==> src/rtl/keypad_pkg.sv <==
// Shared types and constants for the 4x4 matrix keypad scanner.
package keypad_pkg;

  localparam int unsigned NUM_ROWS = 4;
  localparam int unsigned NUM_COLS = 4;
  localparam int unsigned ROW_W    = 2;
  localparam int unsigned COL_W    = 2;
  localparam int unsigned KEY_W    = ROW_W + COL_W;

  typedef enum logic [1:0] {
    StScan,
    StDebounce,
    StHeld,
    StRelease
  } state_e;

  // Index of the lowest-numbered row pulled low; 0 when none are low.
  function automatic logic [ROW_W-1:0] lowest_low(input logic [NUM_ROWS-1:0] rows_n);
    logic [ROW_W-1:0] idx;
    idx = '0;
    for (int i = NUM_ROWS - 1; i >= 0; i--) begin
      if (!rows_n[i]) idx = ROW_W'(i);
    end
    return idx;
  endfunction

endpackage

==> src/rtl/keypad_tick_gen.sv <==
// Free-running down-counter producing a one-cycle tick every SCAN_DIV clocks.
module keypad_tick_gen #(
  parameter int unsigned SCAN_DIV = 5000
) (
  input  logic i_clk,
  input  logic i_rst_n,
  output logic o_tick
);

  localparam logic [15:0] RELOAD = 16'(SCAN_DIV - 1);

  logic [15:0] r_cnt;

  always_ff @(posedge i_clk or negedge i_rst_n) begin
    if (!i_rst_n) begin
      r_cnt <= RELOAD;
    end else if (r_cnt == 16'd0) begin
      r_cnt <= RELOAD;
    end else begin
      r_cnt <= r_cnt - 16'd1;
    end
  end

  assign o_tick = (r_cnt == 16'd0);

endmodule

==> src/rtl/keypad_scan.sv <==
// 4x4 keypad scanner: column strobe, per-tick debounce FSM and a one-deep key register.
module keypad_scan
  import keypad_pkg::*;
#(
  parameter int unsigned SCAN_DIV       = 5000,
  parameter int unsigned DEBOUNCE_TICKS = 4
) (
  input  logic                Clk,
  input  logic                reset_n,
  output logic [NUM_COLS-1:0] cols,
  input  logic [NUM_ROWS-1:0] rows,
  output logic [KEY_W-1:0]    key_code,
  output logic                key_valid,
  input  logic                key_ack,
  output logic                key_down,
  output logic                overrun
);

  localparam logic [3:0]          DEB  = 4'(DEBOUNCE_TICKS);
  localparam logic [NUM_COLS-1:0] COL0 = NUM_COLS'(1);

  logic [NUM_ROWS-1:0] r_sync1, r_sync2;
  state_e              r_state, w_state_next;
  logic [COL_W-1:0]    r_col, w_col_next;
  logic [ROW_W-1:0]    r_row, w_row_next;
  logic [3:0]          r_cnt, w_cnt_next;
  logic [3:0]          w_cnt_inc;
  logic                w_tick;
  logic                w_any_low;
  logic                w_row_low;
  logic                w_accept;
  logic                w_key_gone;
  logic [KEY_W-1:0]    r_key_code;
  logic                r_key_valid;
  logic                r_key_down;
  logic                r_overrun;

  keypad_tick_gen #(
    .SCAN_DIV (SCAN_DIV)
  ) u_tick_gen (
    .i_clk   (Clk),
    .i_rst_n (reset_n),
    .o_tick  (w_tick)
  );

  // rows are asynchronous to Clk; only r_sync2 is ever looked at.
  always_ff @(posedge Clk or negedge reset_n) begin
    if (!reset_n) begin
      r_sync1 <= '1;
      r_sync2 <= '1;
    end else begin
      r_sync1 <= rows;
      r_sync2 <= r_sync1;
    end
  end

  assign w_any_low = ~&r_sync2;
  assign w_row_low = ~r_sync2[r_row];
  assign w_cnt_inc = r_cnt + 4'd1;

  always_ff @(posedge Clk or negedge reset_n) begin
    if (!reset_n) begin
      r_state <= StScan;
      r_col   <= '0;
      r_row   <= '0;
      r_cnt   <= '0;
    end else begin
      r_state <= w_state_next;
      r_col   <= w_col_next;
      r_row   <= w_row_next;
      r_cnt   <= w_cnt_next;
    end
  end

  always_comb begin
    w_state_next = r_state;
    w_col_next   = r_col;
    w_row_next   = r_row;
    w_cnt_next   = r_cnt;
    w_accept     = 1'b0;
    w_key_gone   = 1'b0;
    if (w_tick) begin
      unique case (r_state)
        StScan: begin
          if (w_any_low) begin
            w_row_next = lowest_low(r_sync2);
            w_cnt_next = 4'd1;
            if (DEB == 4'd1) begin
              w_state_next = StHeld;
              w_accept     = 1'b1;
            end else begin
              w_state_next = StDebounce;
            end
          end else begin
            w_col_next = r_col + COL_W'(1);
          end
        end
        StDebounce: begin
          if (w_row_low) begin
            w_cnt_next = w_cnt_inc;
            if (w_cnt_inc >= DEB) begin
              w_state_next = StHeld;
              w_accept     = 1'b1;
            end
          end else begin
            w_state_next = StScan;
            w_col_next   = r_col + COL_W'(1);
            w_cnt_next   = '0;
          end
        end
        StHeld: begin
          if (!w_row_low) begin
            w_state_next = StRelease;
            w_cnt_next   = 4'd1;
          end
        end
        StRelease: begin
          if (w_row_low) begin
            w_state_next = StHeld;
            w_cnt_next   = '0;
          end else begin
            w_cnt_next = w_cnt_inc;
            if (w_cnt_inc >= DEB) begin
              w_state_next = StScan;
              w_col_next   = r_col + COL_W'(1);
              w_cnt_next   = '0;
              w_key_gone   = 1'b1;
            end
          end
        end
        default: begin
          w_state_next = StScan;
        end
      endcase
    end
  end

  // An acceptance always wins over an ack in the same cycle; overrun only
  // records acceptances that clobber an unacknowledged key.
  always_ff @(posedge Clk or negedge reset_n) begin
    if (!reset_n) begin
      r_key_code  <= '0;
      r_key_valid <= 1'b0;
      r_key_down  <= 1'b0;
      r_overrun   <= 1'b0;
    end else begin
      if (w_accept) begin
        r_key_code  <= {w_row_next, r_col};
        r_key_valid <= 1'b1;
        r_key_down  <= 1'b1;
        if (r_key_valid && !key_ack) r_overrun <= 1'b1;
      end else begin
        if (key_ack && r_key_valid) begin
          r_key_valid <= 1'b0;
          r_overrun   <= 1'b0;
        end
        if (w_key_gone) r_key_down <= 1'b0;
      end
    end
  end

  assign cols      = ~(COL0 << r_col);
  assign key_code  = r_key_code;
  assign key_valid = r_key_valid;
  assign key_down  = r_key_down;
  assign overrun   = r_overrun;

endmodule

==> config.mk <==
export PLATFORM = sky130hd
export DESIGN_NAME = keypad_scan
export DESIGN_NICKNAME = d
export VERILOG_FILES = /design/src/rtl/keypad_pkg.sv /design/src/rtl/keypad_tick_gen.sv /design/src/rtl/keypad_scan.sv
export SDC_FILE = /design/constraint.sdc
export NUM_CORES = 1
export LEC_CHECK = 0
export BUFFER_PORTS_ARGS = -buffer_cell sky130_fd_sc_hd__buf_2
export CORE_MARGIN = 2
export CORE_UTILIZATION = 45
export DETAILED_ROUTE_END_ITERATION = 8
export PLACE_DENSITY = 0.66
export SLEW_MARGIN = 5
export SYNTH_ARGS = -nofsm -noshare
export SYNTH_HDL_FRONTEND = slang
export SYNTH_HIERARCHICAL = 1
export SYNTH_SLANG_ARGS = --single-unit
==> constraint.sdc <==
create_clock -name Clk -period 3.7 [get_ports Clk]
set_clock_uncertainty 0.2 [all_clocks]
set_input_delay 0.185 -clock Clk [delete_from_list [all_inputs] [get_ports Clk]]
set_output_delay 0.185 -clock Clk [all_outputs]
set_load 0.1 [all_outputs]
==> results of run 1 <==
## final cells by class
| cell class | instances | area, sq um |
|---|---|---|
| clock buffers | 7 | 96.3 |
| repair buffers | 23 | 145 |
| multi-input cells | 120 | 907 |
| clock inverters | 1 | 5.00 |
| inverters | 13 | 48.8 |
| well taps | 52 | 65.1 |
| fillers | 371 | 2040 |
| flip-flops and latches | 41 | 1040 |
## flip-flops by register name, summed over array words and instances (netlist names), named ones only
register / count
key_code: 4
key_down: 1
key_valid: 1
overrun: 1
r_cnt: 4
r_col: 2
r_row: 2
r_state: 1
r_sync1: 4
r_sync2: 4
u_tick_gen/r_cnt: 16
## worst min-delay path by stage
stage,startpoint,to
floorplan,reset_n,asynchronous set/reset pin
global placement,rows[1],r_sync1[1]
detailed placement,rows[3],r_sync1[3]
CTS,r_sync1[0],r_sync2[0]
global route,r_sync1[1],r_sync2[1]
finish,r_sync1[0],r_sync2[0]
## cell families (layout without fill, tap and decap cells)
family | Yosys count | in the layout
mux | 10 | 10
simple gates | 63 | 63
buf+inv | 17 | 44
compound gates | 29 | 29
flops | 41 | 41
fa+ha+maj | 6 | 6
xor+xnor | 12 | 12
## cell usage after synthesis, types with 3 or more instances
| cell type | instances |
|---|---|
| or4_1 | 3 |
| dfrtp_1 | 26 |
| nand3_1 | 5 |
| o31ai_1 | 4 |
| inv_1 | 13 |
| dfstp_2 | 15 |
| nand2_1 | 16 |
| o21ai_0 | 8 |
| a21oi_1 | 6 |
| xnor2_1 | 5 |
| xor2_1 | 7 |
| mux2_4 | 4 |
| nor2_1 | 13 |
| nor4_1 | 3 |
| ha_1 | 6 |
## worst register-to-register path, stage by stage (launching register included)
cell      delay, ns
dfstp_2        0.39
inv_1          0.06
ha_1           0.18
nor3b_4        0.27
nand3_2        0.12
nand2b_1       0.23
inv_1          0.34
or3b_2         0.52
mux2i_1        0.19
a21oi_1        0.08
mux2_4         0.27
## through the flow
stage	instances	worst slack (ns)	power, mW	hold WS, ns
finish	257	0.757	0.797	0.157
global route	257	0.532	0.836	0.162
CTS	257	0.749	0.811	0.158
detailed placement	243	0.757	0.486	0.0911
global placement	243	0.899	0.485	0.0898
floorplan	178	0.919	0.474	-0.311
## metal layers
layer | wire [microns] | GRT usage | up-vias
met5 | 0 | 0 | -
met4 | 27 | 0.0440 | 0
met3 | 167 | 0.0399 | 4
met2 | 1600 | 0.252 | 36
met1 | 1630 | 0.209 | 668
li1 | - | - | 680
## where the power goes
group          leakage, nW  internal [mW]  switching [mW]  total (mW)
clock               0.0542          0.169           0.146       0.315
combinational        0.492        0.00953          0.0133      0.0228
sequential           0.500          0.456         0.00265       0.459
total                 1.05          0.634           0.162       0.797
==> impl_metrics.yaml, run 1 <==
sta:
  min_period_over_period: 0.795
  worst_pin_slew_ns: 0.868
  slew_headroom: 0.421
  rsz0062_at_grt: "no"
  fin_crit_ns: 2.94
  setup_viol: 0
  fin_tns_setup_ns: 0
  drv_slew: 0
  finalHoldViolCount: 0
  fmax_mhz: 340
routing:
  wl_microns: 3420
  ant_nets: 0
  drt-initial-drc-count: 106
  drt_first_pass_iters: 4
  viasPerCell: 5.40
  drc: 0
  wl_per_cell_microns: 13.3
  dr_total_vias: 1388
clock_tree:
  clock-root-buffer: "clkbuf_8"
  path_clk_slew_ns: 0.08
  clock_path_buffers: 2
  ctsHoldBuffers: 6
  ctsHtreeMaxLevel: 2
  post_cts_buffers: 0
  clock_latency_ns: 0.29
  post_cts_resize_count: 0
  clock_sinks: 41
  cts-buffers-inserted: 5
  cts_tree: "done"
power:
  powerDensity_nw_per_um2: 345
  p_leak_nw: 1.05
  peakVddDrop_mv: 0.314
logic_synthesis:
  synth_adder_area_share: 0.0371
  ys_types: 49
  yosysWarnings: 6
  synthesis.area_sq_um: 2020
  synth_simple_gate_area_frac: 0.193
  yosysSeqAreaShare: 0.516
  synth.net_count: 191
  synth-edff-count: 0
  ys_async_sr_fraction: 1.00
  yosys.area.top_type: "dfrtp_1"
  synthFlopType: "dfrtp_1"
  synthCells: 178
  synth-compound-area-share: 0.0977
  synth_top_family_by_area: "simple AND/OR/NAND/NOR gates"
  synth_area_per_cell_sq_um: 11.4
  yosys-top-cells-area: "dfrtp_1 (32%), dfstp_2 (19%), ha_1 (3.7%), xor2_1 (3.0%), mux2_4 (3.0%)"
  yosys-mux-area-fraction: 0.0680
  synth_top_cell_area_share: 0.321
  ys_seq_elements: 41
  synthXorXnorAreaFrac: 0.0519
worst_setup_path:
  path_depth: 10
  path_class: "flop to flop"
  cp_common_cell: "inv_1"
  cp_cell_sequence: "inv_1 > ha_1 > nor3b_4 > nand3_2 > nand2b_1 > inv_1 > or3b_2 > mux2i_1 > a21oi_1 > mux2_4"
  cp-startpoint: "u_tick_gen/r_cnt[0]"
  crit_family: "simple AND/OR/NAND/NOR gates"
  r2r_end: "key_code[2]"
  cp-endpoint: "key_code[2]"
  r2r-start: "u_tick_gen/r_cnt[0]"
  cp-start-kind: "flop"
  slowest_delay_ns: 0.52
  crit_path_end_kind: "flop"
  crit_path_top_delay_cell: "or3b_2"
  reg2reg_depth: 10
  cp.required_ns: 3.68
  cp.arrival_ns: 2.92
  path_buf_inv: 2
  r2r_setup_slack_ns: 0.76
  crit_fanout: 15
run_status:
  status: "finished clean"
place:
  dp_hpwl_microns: 2440
  routabilityCongestion: 0.809
  io_buffers: 17
  placed_area_sq_um: 2150
worst_hold_path:
  hold_class: "flop to flop"
  whs_path_depth: 0
final_layout:
  layout-drive-gt1-share: 0.273
  final_nets: 217
  layout.cells.most_common_list: "dfrtp_1 (26), buf_2 (17), nand2_1 (16)"
  final_area_sq_um: 2310
  area_growth_pct: 14.2
  layout_commonest_cell: "dfrtp_1"
  diodes: 0
  post-route-util: 0.531
die:
  dieWidth_microns: 71.1
  die_h_microns: 71.1
  die_area_sq_um: 5050
  initial_core_util: 0.465
  core_area_sq_um: 4350
  num_rows: 24
  pin_count: 18
grt:
  grt_max_degree: 42
  grt_antenna_before_repair: 0
  grt_usage: 0.156
  gr-total-overflow: 0
  grt_pass1_vias: 1392
  grt_pass1_wl_microns: 6290
run:
  drv_cap: 0
Power figures use the tool's default switching activity.
==> inputs of run 2 (changes only) <==
- clock period: 3.7 -> 2.72 ns (I/O delays scaled with it)
==> impl_metrics.yaml, run 2 (synthesis gave the netlist of run 1 again) <==
power:
  peakVddDrop_mv: 0.310
  p_leak_nw: 1.06
  powerDensity_nw_per_um2: 440
  design_power_total_mw: 1.03
routing:
  drt_first_pass_iters: 4
  viasPerCell: 5.36
  drc: 0
  dr_total_vias: 1399
  ant_nets: 0
  drt-initial-drc-count: 44
  wl_per_cell_microns: 14.1
  wl_microns: 3670
worst_hold_path:
  min_from: "r_sync1[2]"
  whs_path_depth: 0
  min_to: "r_sync2[2]"
  hold_class: "flop to flop"
final_layout:
  top_register: "u_tick_gen/r_cnt"
  area_growth_pct: 15.8
  largest_reg_flops: 16
  fin_cells: 261
  layout_commonest_cell: "dfrtp_1"
  final_nets: 221
  layout.cells.most_common_list: "dfrtp_1 (26), buf_2 (17), nand2_1 (15), dfstp_2 (15), nor2_1 (13)"
  post-route-util: 0.538
  layout-drive-gt1-share: 0.292
  diodes: 0
worst_setup_path:
  cp.required_ns: 2.69
  crit_path_top_delay_cell: "dfrtp_1"
  crit_path_end_kind: "flop"
  cp_cell_sequence: "nor4_1 > nor2b_1 > nand2b_4 > inv_2 > buf_6 > nand3_1 > o22ai_1 > mux2_2"
  r2r_end: "r_col[1]"
  slowest_delay_ns: 0.42
  cp-start-kind: "flop"
  reg2reg_depth: 8
  path_class: "flop to flop"
  r2r-start: "u_tick_gen/r_cnt[11]"
  cp.arrival_ns: 2.52
  r2r_setup_slack_ns: 0.17
  crit_fanout: 14
grt:
  grt_pass1_vias: 1373
  grt_max_degree: 42
  grt_usage: 0.157
  grt_antenna_before_repair: 0
  gr-total-overflow: 0
  grt_pass1_wl_microns: 6240
run_status:
  status: "finished clean"
sta:
  finalHoldViolCount: 0
  rsz0062_at_grt: "no"
  setup_ws_ns: 0.174
  fin_tns_setup_ns: 0
  fin_crit_ns: 2.55
  worst_pin_slew_ns: 0.875
  min_period_over_period: 0.936
  slew_headroom: 0.416
  setup_viol: 0
  fmax_mhz: 393
  drv_slew: 0
die:
  pin_count: 18
  initial_core_util: 0.465
  die_area_sq_um: 5050
  num_rows: 24
  core_area_sq_um: 4350
  die_h_microns: 71.1
  dieWidth_microns: 71.1
clock_tree:
  clock_path_buffers: 2
  clock-root-buffer: "clkbuf_8"
  path_clk_slew_ns: 0.07
  clock_latency_ns: 0.28
  post_cts_buffers: 0
  ctsHtreeMaxLevel: 2
  cts_tree: "done"
  cts-buffers-inserted: 5
  clock_sinks: 41
run:
  drv_cap: 0
place:
  dp_hpwl_microns: 2570
  routabilityCongestion: 0.799
  pre_cts_ws_ns: 0.0217
  io_buffers: 17
  dp.cells: 247
run 2: worst max-delay path by stage:
stage	slack, ns	startpoint	depth (start not counted)	endpoint
global placement	0.19	u_tick_gen/r_cnt[0]	10	key_code[2]
CTS	0.01	u_tick_gen/r_cnt[0]	10	key_code[2]
global route	0.0009	u_tick_gen/r_cnt[0]	11	key_code[2]
detailed placement	0.02	u_tick_gen/r_cnt[0]	10	key_code[2]
finish	0.17	u_tick_gen/r_cnt[11]	8	r_col[1]
floorplan	0.05	u_tick_gen/r_cnt[0]	11	key_code[2]
run 2: what timing repair did:
item / in CTS / in global routing
resized for setup: 0 / 6
endpoints found under the setup margin: 0 / 8
endpoints found under the hold margin: 32 / 0
hold buffers: 6 / 0
run 2: area by class of cell:
type	count	area (sq um)
multi-input combinational	120	926
tap	52	65.1
fill	375	2010
sequential	41	1040
timing repair buffer	27	179
inverter	13	48.8
clock buffer	8	80.1
run 2: power by group:
part	internal, mW	switching, mW	leakage, nW
combinational	0.0134	0.0185	0.523
clock	0.182	0.193	0.0395
sequential	0.621	0.00367	0.500
total	0.817	0.215	1.06
run 2: per-layer routing:
layer,global-route usage,vias to the layer above,share of wire
li1,-,678,-
met3,0.0513,4,0.043
met2,0.252,31,0.48
met1,0.204,686,0.47
met4,0.0503,0,0.010
met5,0,-,0
run 2: worst max-delay path, delay by kind of cell (launching register included):
family                 cells  cell delay, ns
and+or+nand+nor            4            0.90
DFF                        1            0.42
muxes                      1            0.37
AOI/OAI and AO/OA          1            0.31
buffers and inverters      2            0.22
run 2: stage by stage:
step                hold slack, ns  instance area (sq um)
CTS                          0.159                   2320
detailed placement          0.0430                   2180
finish                       0.158                   2340
floorplan                   -0.360                   2030
global placement            0.0428                   2180
global route                 0.160                   2340
==> inputs of run 3 (changes only) <==
- BUFFER_PORTS_ARGS: -buffer_cell sky130_fd_sc_hd__buf_2 -> unset
- DONT_BUFFER_PORTS: unset -> 1
- PLACE_DENSITY: 0.66 -> 0.63
==> impl_metrics.yaml, run 3 (synthesis gave the netlist of run 1 again) <==
grt:
  grt_antenna_before_repair: 0
  gr-total-overflow: 0
  grt_pass1_vias: 1317
  grt_max_degree: 42
  grt_usage: 0.152
  grt_pass1_wl_microns: 6070
power:
  design_power_total_mw: 1.16
  p_leak_nw: 1.03
  peakVddDrop_mv: 0.328
  powerDensity_nw_per_um2: 493
worst_setup_path:
  cp-start-kind: "flop"
  r2r_setup_slack_ns: 0.21
  reg2reg_depth: 10
  cp.arrival_ns: 2.49
  crit_fanout: 6
  cp.required_ns: 2.70
  crit_path_end_kind: "flop"
  path_class: "flop to flop"
  r2r-start: "u_tick_gen/r_cnt[0]"
  r2r_end: "key_code[2]"
final_layout:
  diodes: 0
  multi_input_area_sq_um: 925
  area_growth_pct: 15.8
  layout.cells.most_common_list: "dfrtp_1 (26), nand2_1 (15), dfstp_2 (15)"
  layout-drive-gt1-share: 0.259
  final_nets: 209
  seq_area_sq_um: 1040
  fillerInstances: 372
  largest_reg_flops: 16
  layout_commonest_cell: "dfrtp_1"
  top_register: "u_tick_gen/r_cnt"
clock_tree:
  clock_path_buffers: 2
  cts-buffers-inserted: 5
  ctsHtreeMaxLevel: 2
  clock_latency_ns: 0.29
  clock_sinks: 41
  cts_tree: "done"
  path_clk_slew_ns: 0.08
  clock-root-buffer: "clkbuf_8"
place:
  io_buffers: 0
  routabilityCongestion: 0.836
  pre_cts_ws_ns: 0.0875
  dp_hpwl_microns: 2480
sta:
  setup_ws_ns: 0.207
  rsz0062_at_grt: "no"
  min_period_over_period: 0.924
  setup_viol: 0
  drv_slew: 0
  fmax_mhz: 398
  worst_pin_slew_ns: 0.931
  fin_crit_ns: 2.51
  slew_headroom: 0.380
  fin_tns_setup_ns: 0
  finalHoldViolCount: 0
die:
  pin_count: 18
  core_area_sq_um: 4350
  die_area_sq_um: 5050
  dieWidth_microns: 71.1
  initial_core_util: 0.465
  die_h_microns: 71.1
  num_rows: 24
run:
  drv_cap: 0
routing:
  wl_per_cell_microns: 14.1
  drt-initial-drc-count: 80
  wl_microns: 3520
  drt_first_pass_iters: 4
  ant_nets: 0
  viasPerCell: 5.41
  drc: 0
  dr_total_vias: 1348
worst_hold_path:
  hold_class: "primary input to asynchronous set/reset pin"
run_status:
  status: "finished clean"
run 3: cell types whose count changed in the layout (fill, tap and decap cells not counted), sizes merged:
| cell | previous run | this run |
|---|---|---|
| clkbuf | 8 | 7 |
| buf | 21 | 9 |
| bufinv | 0 | 1 |
run 3: worst max-delay path, cell delays in order (launching register included):
cell      delay (ns)
dfstp_2         0.39
inv_1           0.06
ha_1            0.18
nor3b_4         0.23
nand3_2         0.11
nand2b_1        0.19
inv_2           0.11
or3b_4          0.41
mux2i_1         0.18
a21oi_1         0.07
mux2_4          0.26
run 3: power by group:
group	total [mW]	switching, mW	internal (mW)
clock network	0.500	0.201	0.299
logic	0.0319	0.0182	0.0137
registers	0.624	0.00375	0.621
total	1.16	0.223	0.933
run 3: repair_timing:
item	CTS	global route
setup endpoints to repair	0	7
resized for setup	0	5
endpoints found under the hold margin	47	0
hold buffers	7	0
setup buffers	0	1
run 3: final cells by class:
type,count,share of cell area
clock buffers,7,0.0368
well taps,52,0.0278
clock inverters,1,0.0128
flip-flops and latches,41,0.446
inverters,13,0.0208
multi-input cells,120,0.395
repair buffers,15,0.0614
run 3: routing by layer:
layer  vias up  GRT usage  wire length, microns
li1        662          -                     -
met1       653      0.204                  1640
met2        28      0.231                  1690
met3         5     0.0556                   139
met4         0     0.0524                    44
met5         -          0                     0
run 3: worst max path at each step:
stage | slack (ns) | endpoint | cells after the start | start
2_1_floorplan | 0.05 | key_code[2] | 11 | u_tick_gen/r_cnt[0]
3_3_place_gp | 0.22 | key_code[2] | 10 | u_tick_gen/r_cnt[0]
3_5_place_dp | 0.09 | key_code[2] | 10 | u_tick_gen/r_cnt[0]
4_1_cts | 0.06 | key_code[2] | 10 | u_tick_gen/r_cnt[0]
5_1_grt | 0.03 | key_code[2] | 11 | u_tick_gen/r_cnt[0]
6_report | 0.21 | key_code[2] | 10 | u_tick_gen/r_cnt[0]
run 3: per-stage QoR:
| stage | hold slack, ns | area [sq um] | utilization | std cells |
|---|---|---|---|---|
| 6_report | 0.101 | 2340 | 0.538 | 249 |
| 5_1_grt | 0.112 | 2340 | 0.538 | 249 |
| 4_1_cts | 0.117 | 2310 | 0.532 | 248 |
| 3_5_place_dp | -0.359 | 2120 | 0.486 | 233 |
| 3_3_place_gp | -0.359 | 2120 | 0.486 | 233 |
| 2_1_floorplan | -0.360 | 2030 | - | 178 |
